File: src/rtl/jericalla_fetch.sv
// rtl/jericalla_fetch.sv - instruction fetch stage with local BZ/HALT resolution
module jericalla_fetch #(
  parameter int DEPTH = 64,
  parameter int AW    = 6,
  parameter int IW    = 18
) (
  input  logic          clk_jericalla,
  input  logic          rst_n_jericalla,
  input  logic          start,
  input  logic          load_we,
  input  logic [AW-1:0] load_addr,
  input  logic [IW-1:0] load_data,
  input  logic          zf_jericalla,
  input  logic          instr_ready,
  output logic [IW-1:0] instruccion,
  output logic          instr_valid,
  output logic [AW-1:0] pc_jericalla,
  output logic          halted,
  output logic [15:0]   issued_count
);

  localparam logic [2:0] OP_HALT = 3'b110;
  localparam logic [2:0] OP_BZ   = 3'b111;

  typedef enum logic [2:0] {
    S_IDLE,
    S_FETCH,
    S_DECODE,
    S_ISSUE,
    S_BRANCH,
    S_HALTED
  } state_t;

  state_t state;
  state_t state_nxt;

  logic [IW-1:0] mem [DEPTH];
  logic [IW-1:0] rd_word;
  logic [2:0]    rd_op;
  logic          ctl_open;
  logic          accept;
  logic [AW-1:0] pc_plus1;

  // Loads and start are only meaningful while the stage is not running a program.
  assign ctl_open = (state == S_IDLE) || (state == S_HALTED);
  assign accept   = (state == S_ISSUE) && instr_ready;
  assign rd_op    = rd_word[IW-1:IW-3];
  assign pc_plus1 = pc_jericalla + AW'(1);
  assign halted   = (state == S_HALTED);

  // State register.
  always_ff @(posedge clk_jericalla or negedge rst_n_jericalla) begin
    if (!rst_n_jericalla) begin
      state <= S_IDLE;
    end else begin
      state <= state_nxt;
    end
  end

  // Next-state: control opcodes are consumed here and never reach ISSUE.
  always_comb begin
    state_nxt = state;
    case (state)
      S_IDLE, S_HALTED: begin
        if (start) state_nxt = S_FETCH;
      end
      S_FETCH: state_nxt = S_DECODE;
      S_DECODE: begin
        if (rd_op == OP_HALT)    state_nxt = S_HALTED;
        else if (rd_op == OP_BZ) state_nxt = S_BRANCH;
        else                     state_nxt = S_ISSUE;
      end
      S_ISSUE: begin
        if (instr_ready) state_nxt = S_FETCH;
      end
      S_BRANCH: state_nxt = S_FETCH;
      default:  state_nxt = S_IDLE;
    endcase
  end

  // Program memory: gated write port, read address sampled in FETCH; contents survive reset.
  always_ff @(posedge clk_jericalla) begin
    if (load_we && ctl_open) mem[load_addr] <= load_data;
    if (state == S_FETCH)    rd_word <= mem[pc_jericalla];
  end

  // Program counter: restart at 0, step on accept, resolve BZ with the flag seen in BRANCH.
  always_ff @(posedge clk_jericalla or negedge rst_n_jericalla) begin
    if (!rst_n_jericalla) begin
      pc_jericalla <= '0;
    end else if (ctl_open && start) begin
      pc_jericalla <= '0;
    end else if (accept) begin
      pc_jericalla <= pc_plus1;
    end else if (state == S_BRANCH) begin
      pc_jericalla <= zf_jericalla ? instruccion[AW-1:0] : pc_plus1;
    end
  end

  // Output word: captured in DECODE (also for BZ, whose target is read back from it), held otherwise.
  always_ff @(posedge clk_jericalla or negedge rst_n_jericalla) begin
    if (!rst_n_jericalla) begin
      instruccion <= '0;
      instr_valid <= 1'b0;
    end else if (state == S_DECODE) begin
      instruccion <= rd_word;
      instr_valid <= (rd_op != OP_HALT) && (rd_op != OP_BZ);
    end else if (accept) begin
      instr_valid <= 1'b0;
    end
  end

  // Accepted-instruction counter, saturating; only reset clears it.
  always_ff @(posedge clk_jericalla or negedge rst_n_jericalla) begin
    if (!rst_n_jericalla) begin
      issued_count <= '0;
    end else if (accept && (issued_count != 16'hFFFF)) begin
      issued_count <= issued_count + 16'd1;
    end
  end

endmodule

File: config.mk
export PLATFORM = sky130hd
export DESIGN_NAME = jericalla_fetch
export DESIGN_NICKNAME = d
export VERILOG_FILES = /design/src/rtl/jericalla_fetch.sv
export SDC_FILE = /design/constraint.sdc
export NUM_CORES = 1
export LEC_CHECK = 0
export BUFFER_PORTS_ARGS = -buffer_cell sky130_fd_sc_hd__buf_2
export CAP_MARGIN = 40
export CELL_PAD_IN_SITES_DETAIL_PLACEMENT = 1
export CELL_PAD_IN_SITES_GLOBAL_PLACEMENT = 2
export CORE_ASPECT_RATIO = 2
export CORE_MARGIN = 10
export CORE_UTILIZATION = 50
export DETAILED_ROUTE_END_ITERATION = 12
export MAX_ROUTING_LAYER = met4
export PLACE_DENSITY_LB_ADDON = 0.1
export SLEW_MARGIN = 25
export SYNTH_ARGS = -nofsm -noshare
export SYNTH_HDL_FRONTEND = slang
export SYNTH_SLANG_ARGS = --single-unit
export TNS_END_PERCENT = 5
File: constraint.sdc
create_clock -name clk_jericalla -period 5.5 [get_ports clk_jericalla]
set_clock_uncertainty 0.2 [all_clocks]
set_input_delay 0.825 -clock clk_jericalla [delete_from_list [all_inputs] [get_ports clk_jericalla]]
set_output_delay 0.825 -clock clk_jericalla [all_outputs]
set_load 0.03 [all_outputs]
==> impl_metrics.yaml <==
status:
  status: "finished clean"
power_and_ir_drop:
  p_clk_share_pct: 30.5
  switching_power_mw: 7.40
  seqPwrFrac_pct: 43.6
  internal-power_mw: 17.5
  power.leakage_nw: 16.5
  p_total_mw: 24.9
  comb_power_share_pct: 25.8
  swShare_pct: 29.8
  ir_worst_vdd_mv: 0.507
  p_per_area_nw_per_um2: 469
run:
  drv_cap: 0
drt:
  highest_layer: "met4"
  routed-wl-met2_microns: 66200
  final_antenna_net_count: 0
  viasPerCell: 6.20
  drtPass1Iterations: 5
  drt_iter0_drc: 1951
  met3_length_microns: 5430
  routedLengthMet1_microns: 45200
  drt-wirelength-per-cell_microns: 34.3
  dr_total_vias: 21978
  drc: 0
  routed_wl_microns: 122000
final_layout:
  area_growth_pct: 13.1
  num-nets-final: 2287
  drive_gt1_share_pct: 33.1
synth:
  async_flop_share_pct: 3.62
  synth_warnings: 0
  synth.most_common_cell: "edfxtp_1"
  syn_area_per_cell_sq_um: 22.6
  synthTopCellsByCount: "edfxtp_1, mux4_2, nor2_1"
  yosys-top-cells-area: "edfxtp_1, mux4_2, dfrtp_1"
  yosysUniqueCellTypes: 51
  ys.flop_type: "edfxtp_1"
  ys_seq_area_share_pct: 77.4
  yosysTopAreaCellShare_pct: 75.1
  syn_area_sq_um: 46800
  synth_seq_cells: 1214
  yosysTopAreaCell: "edfxtp_1"
  synth_cells: 2073
  synth_edf_count: 1170
  syn-num-nets: 2105
timing:
  fmax_mhz: 265
  tns_ns: 0
  whs_ns: 0.153
  setup_viol: 0
  layout_setup_ws_ns: 1.73
  rsz0062_at_grt: "false"
  slew_viol_final: 0
  fin_crit_sh_pct: 68.5
  slew_headroom_pct: 40.8
  worstMarginPinSlew_ns: 0.888
  hold_viol: 0
  layout_min_cycle_time_ns: 3.77
die:
  core_area_sq_um: 92900
  io_pins: 72
  fp.dieW_microns: 236
  fp.dieArea_sq_um: 107000
  die_y_microns: 453
  num_rows: 158
  initial_core_util_pct: 50.4
cts:
  cts_setup_buffers: 0
  clock_path_buffers: 3
  cts_hold_repair.buffers: 1
  h-tree-depth: 3
  clock_sinks: 1214
  cts_resized: 0
  clk_pin_slew_ns: 0.07
  tritoncts: "built"
  cts_made_buffers: 104
  clk_latency_ns: 0.72
  cts_root_buffer: "clkbuf_16"
global_route:
  first_global_vias: 23882
  grt_pass1_wl_microns: 177000
  track_usage_pct: 23.7
  antenna_found_initial: 4
  grt_max_degree: 80
  grt-ovfl-total: 0
setup_path:
  crit_type: "flip-flop to flip-flop"
  end_kind: "flip-flop"
  start_kind: "flip-flop"
  worstPathArrival_ns: 4.02
  cp_max_fo: 40
  required_ns: 5.75
placement:
  place_congestion: 0.875
  dpl.hpwl_microns: 78800
  dp_slack_ns: 1.43
  place.port_buffers: 71
hold_path:
  hold_path.class: "input port to flip-flop"
logic make-up after synthesis:
| kind of cell | Yosys count | share of synthesized area [%] |
|---|---|---|
| DFF | 1214 | 77.4 |
| muxes | 364 | 16.1 |
| and+or+nand+nor | 191 | 1.93 |
| AOI/OAI and AO/OA | 169 | 2.65 |
| buffers and inverters | 118 | 1.54 |
| xor gates and xnor gates | 15 | 0.281 |
| adders and majority gates | 2 | 0.0534 |
path summary, 6_finish.rpt:
path	startpoint	to	cells past startpoint	slack [ns]
worst max-delay path	pc_jericalla[1]$_DFFE_PN0P_	rd_word[0]$_DFFE_PN_	7	1.73
max in group asynchronous	rst_n_jericalla	pc_jericalla[1]$_DFFE_PN0P_	2	4.13
worst min-delay path	instr_ready	state[1]$_DFFE_PN0P_	2	0.15
worst min register to register	rd_word[4]$_DFFE_PN_	instruccion[4]$_DFFE_PN0N_	1	0.28
min in group asynchronous	rst_n_jericalla	issued_count[3]$_DFFE_PN0P_	2	0.48
worst max register to register	pc_jericalla[1]$_DFFE_PN0P_	rd_word[0]$_DFFE_PN_	7	1.73
placed cells by master (no fill, tap or decap), drive strengths merged, types with 2 or more instances in the layout:
| master | n |
|---|---|
| or3 | 3 |
| o221ai | 17 |
| clkbuf | 136 |
| xnor2 | 7 |
| and2 | 3 |
| buf | 186 |
| nor2b | 23 |
| or3b | 2 |
| dfrtp | 44 |
| nand3 | 12 |
| clkinvlp | 6 |
| clkinv | 37 |
| a211oi | 18 |
| o21bai | 18 |
| a21oi | 13 |
| mux2i | 2 |
| nand3b | 3 |
| o21ai | 24 |
| and3 | 2 |
| inv | 8 |
| nor3b | 5 |
| nand2 | 39 |
| nor3 | 7 |
| mux4 | 307 |
| a311oi | 2 |
| a22o | 34 |
| nand4 | 3 |
| edfxtp | 1170 |
| o22ai | 21 |
| xor2 | 8 |
| bufinv | 13 |
| diode | 5 |
| a2111oi | 17 |
| nor2 | 82 |
| mux2 | 55 |
| ha | 2 |
flip-flops by register name, indices dropped and copies added (netlist names):
signal,flops
issued_count,16
instruccion,18
rd_word,18
pc_jericalla,6
mem,1152
instr_valid,1
state,3
routing by layer:
metal	track usage (%)	vias to the layer above
met5	-	-
met3	3.31	181
met1	27.0	12016
met2	41.5	643
met4	9.28	0
li1	-	9138
power groups by stage:
stage | Combinational (mW) | Sequential [mW] | Clock (mW)
6_report | 6.42 | 10.8 | 7.59
5_1_grt | 6.73 | 10.9 | 8.11
4_1_cts | 6.54 | 10.9 | 7.74
3_5_place_dp | 6.53 | 11.0 | 0
3_3_place_gp | 6.27 | 11.1 | 0
2_1_floorplan | 4.06 | 10.9 | 0
area by class of cell:
cell class,instances,area (sq um)
Fill cell,7826,40000
Sequential cell,1214,36200
Multi-Input combinational cell,741,10100
Clock buffer,135,2870
Timing Repair Buffer,188,1570
Tap cell,1200,1500
Clock inverter,58,628
Inverter,6,22.5
Antenna cell,5,12.5
worst max-delay path, cell delays in order (launching register included):
cell and delay (ns):
dfrtp_4 0.92, buf_12 0.34, buf_4 0.31, mux4_2 0.54, mux2_2 0.31, o221ai_1 0.39, a2111oi_0 0.19, o21bai_1 0.19
per-stage QoR:
| stage | cell area [sq um] | utilization, % | cells |
|---|---|---|---|
| after CTS | 52800 | 56.8 | 3535 |
| final | 53000 | 57.0 | 3547 |
| after global placement | 48800 | 52.5 | 3300 |
| after detailed placement | 49300 | 53.1 | 3341 |
| after global routing | 53000 | 57.0 | 3546 |
| after floorplan | 46800 | - | 2073 |
(Power assumes the default switching activity.)
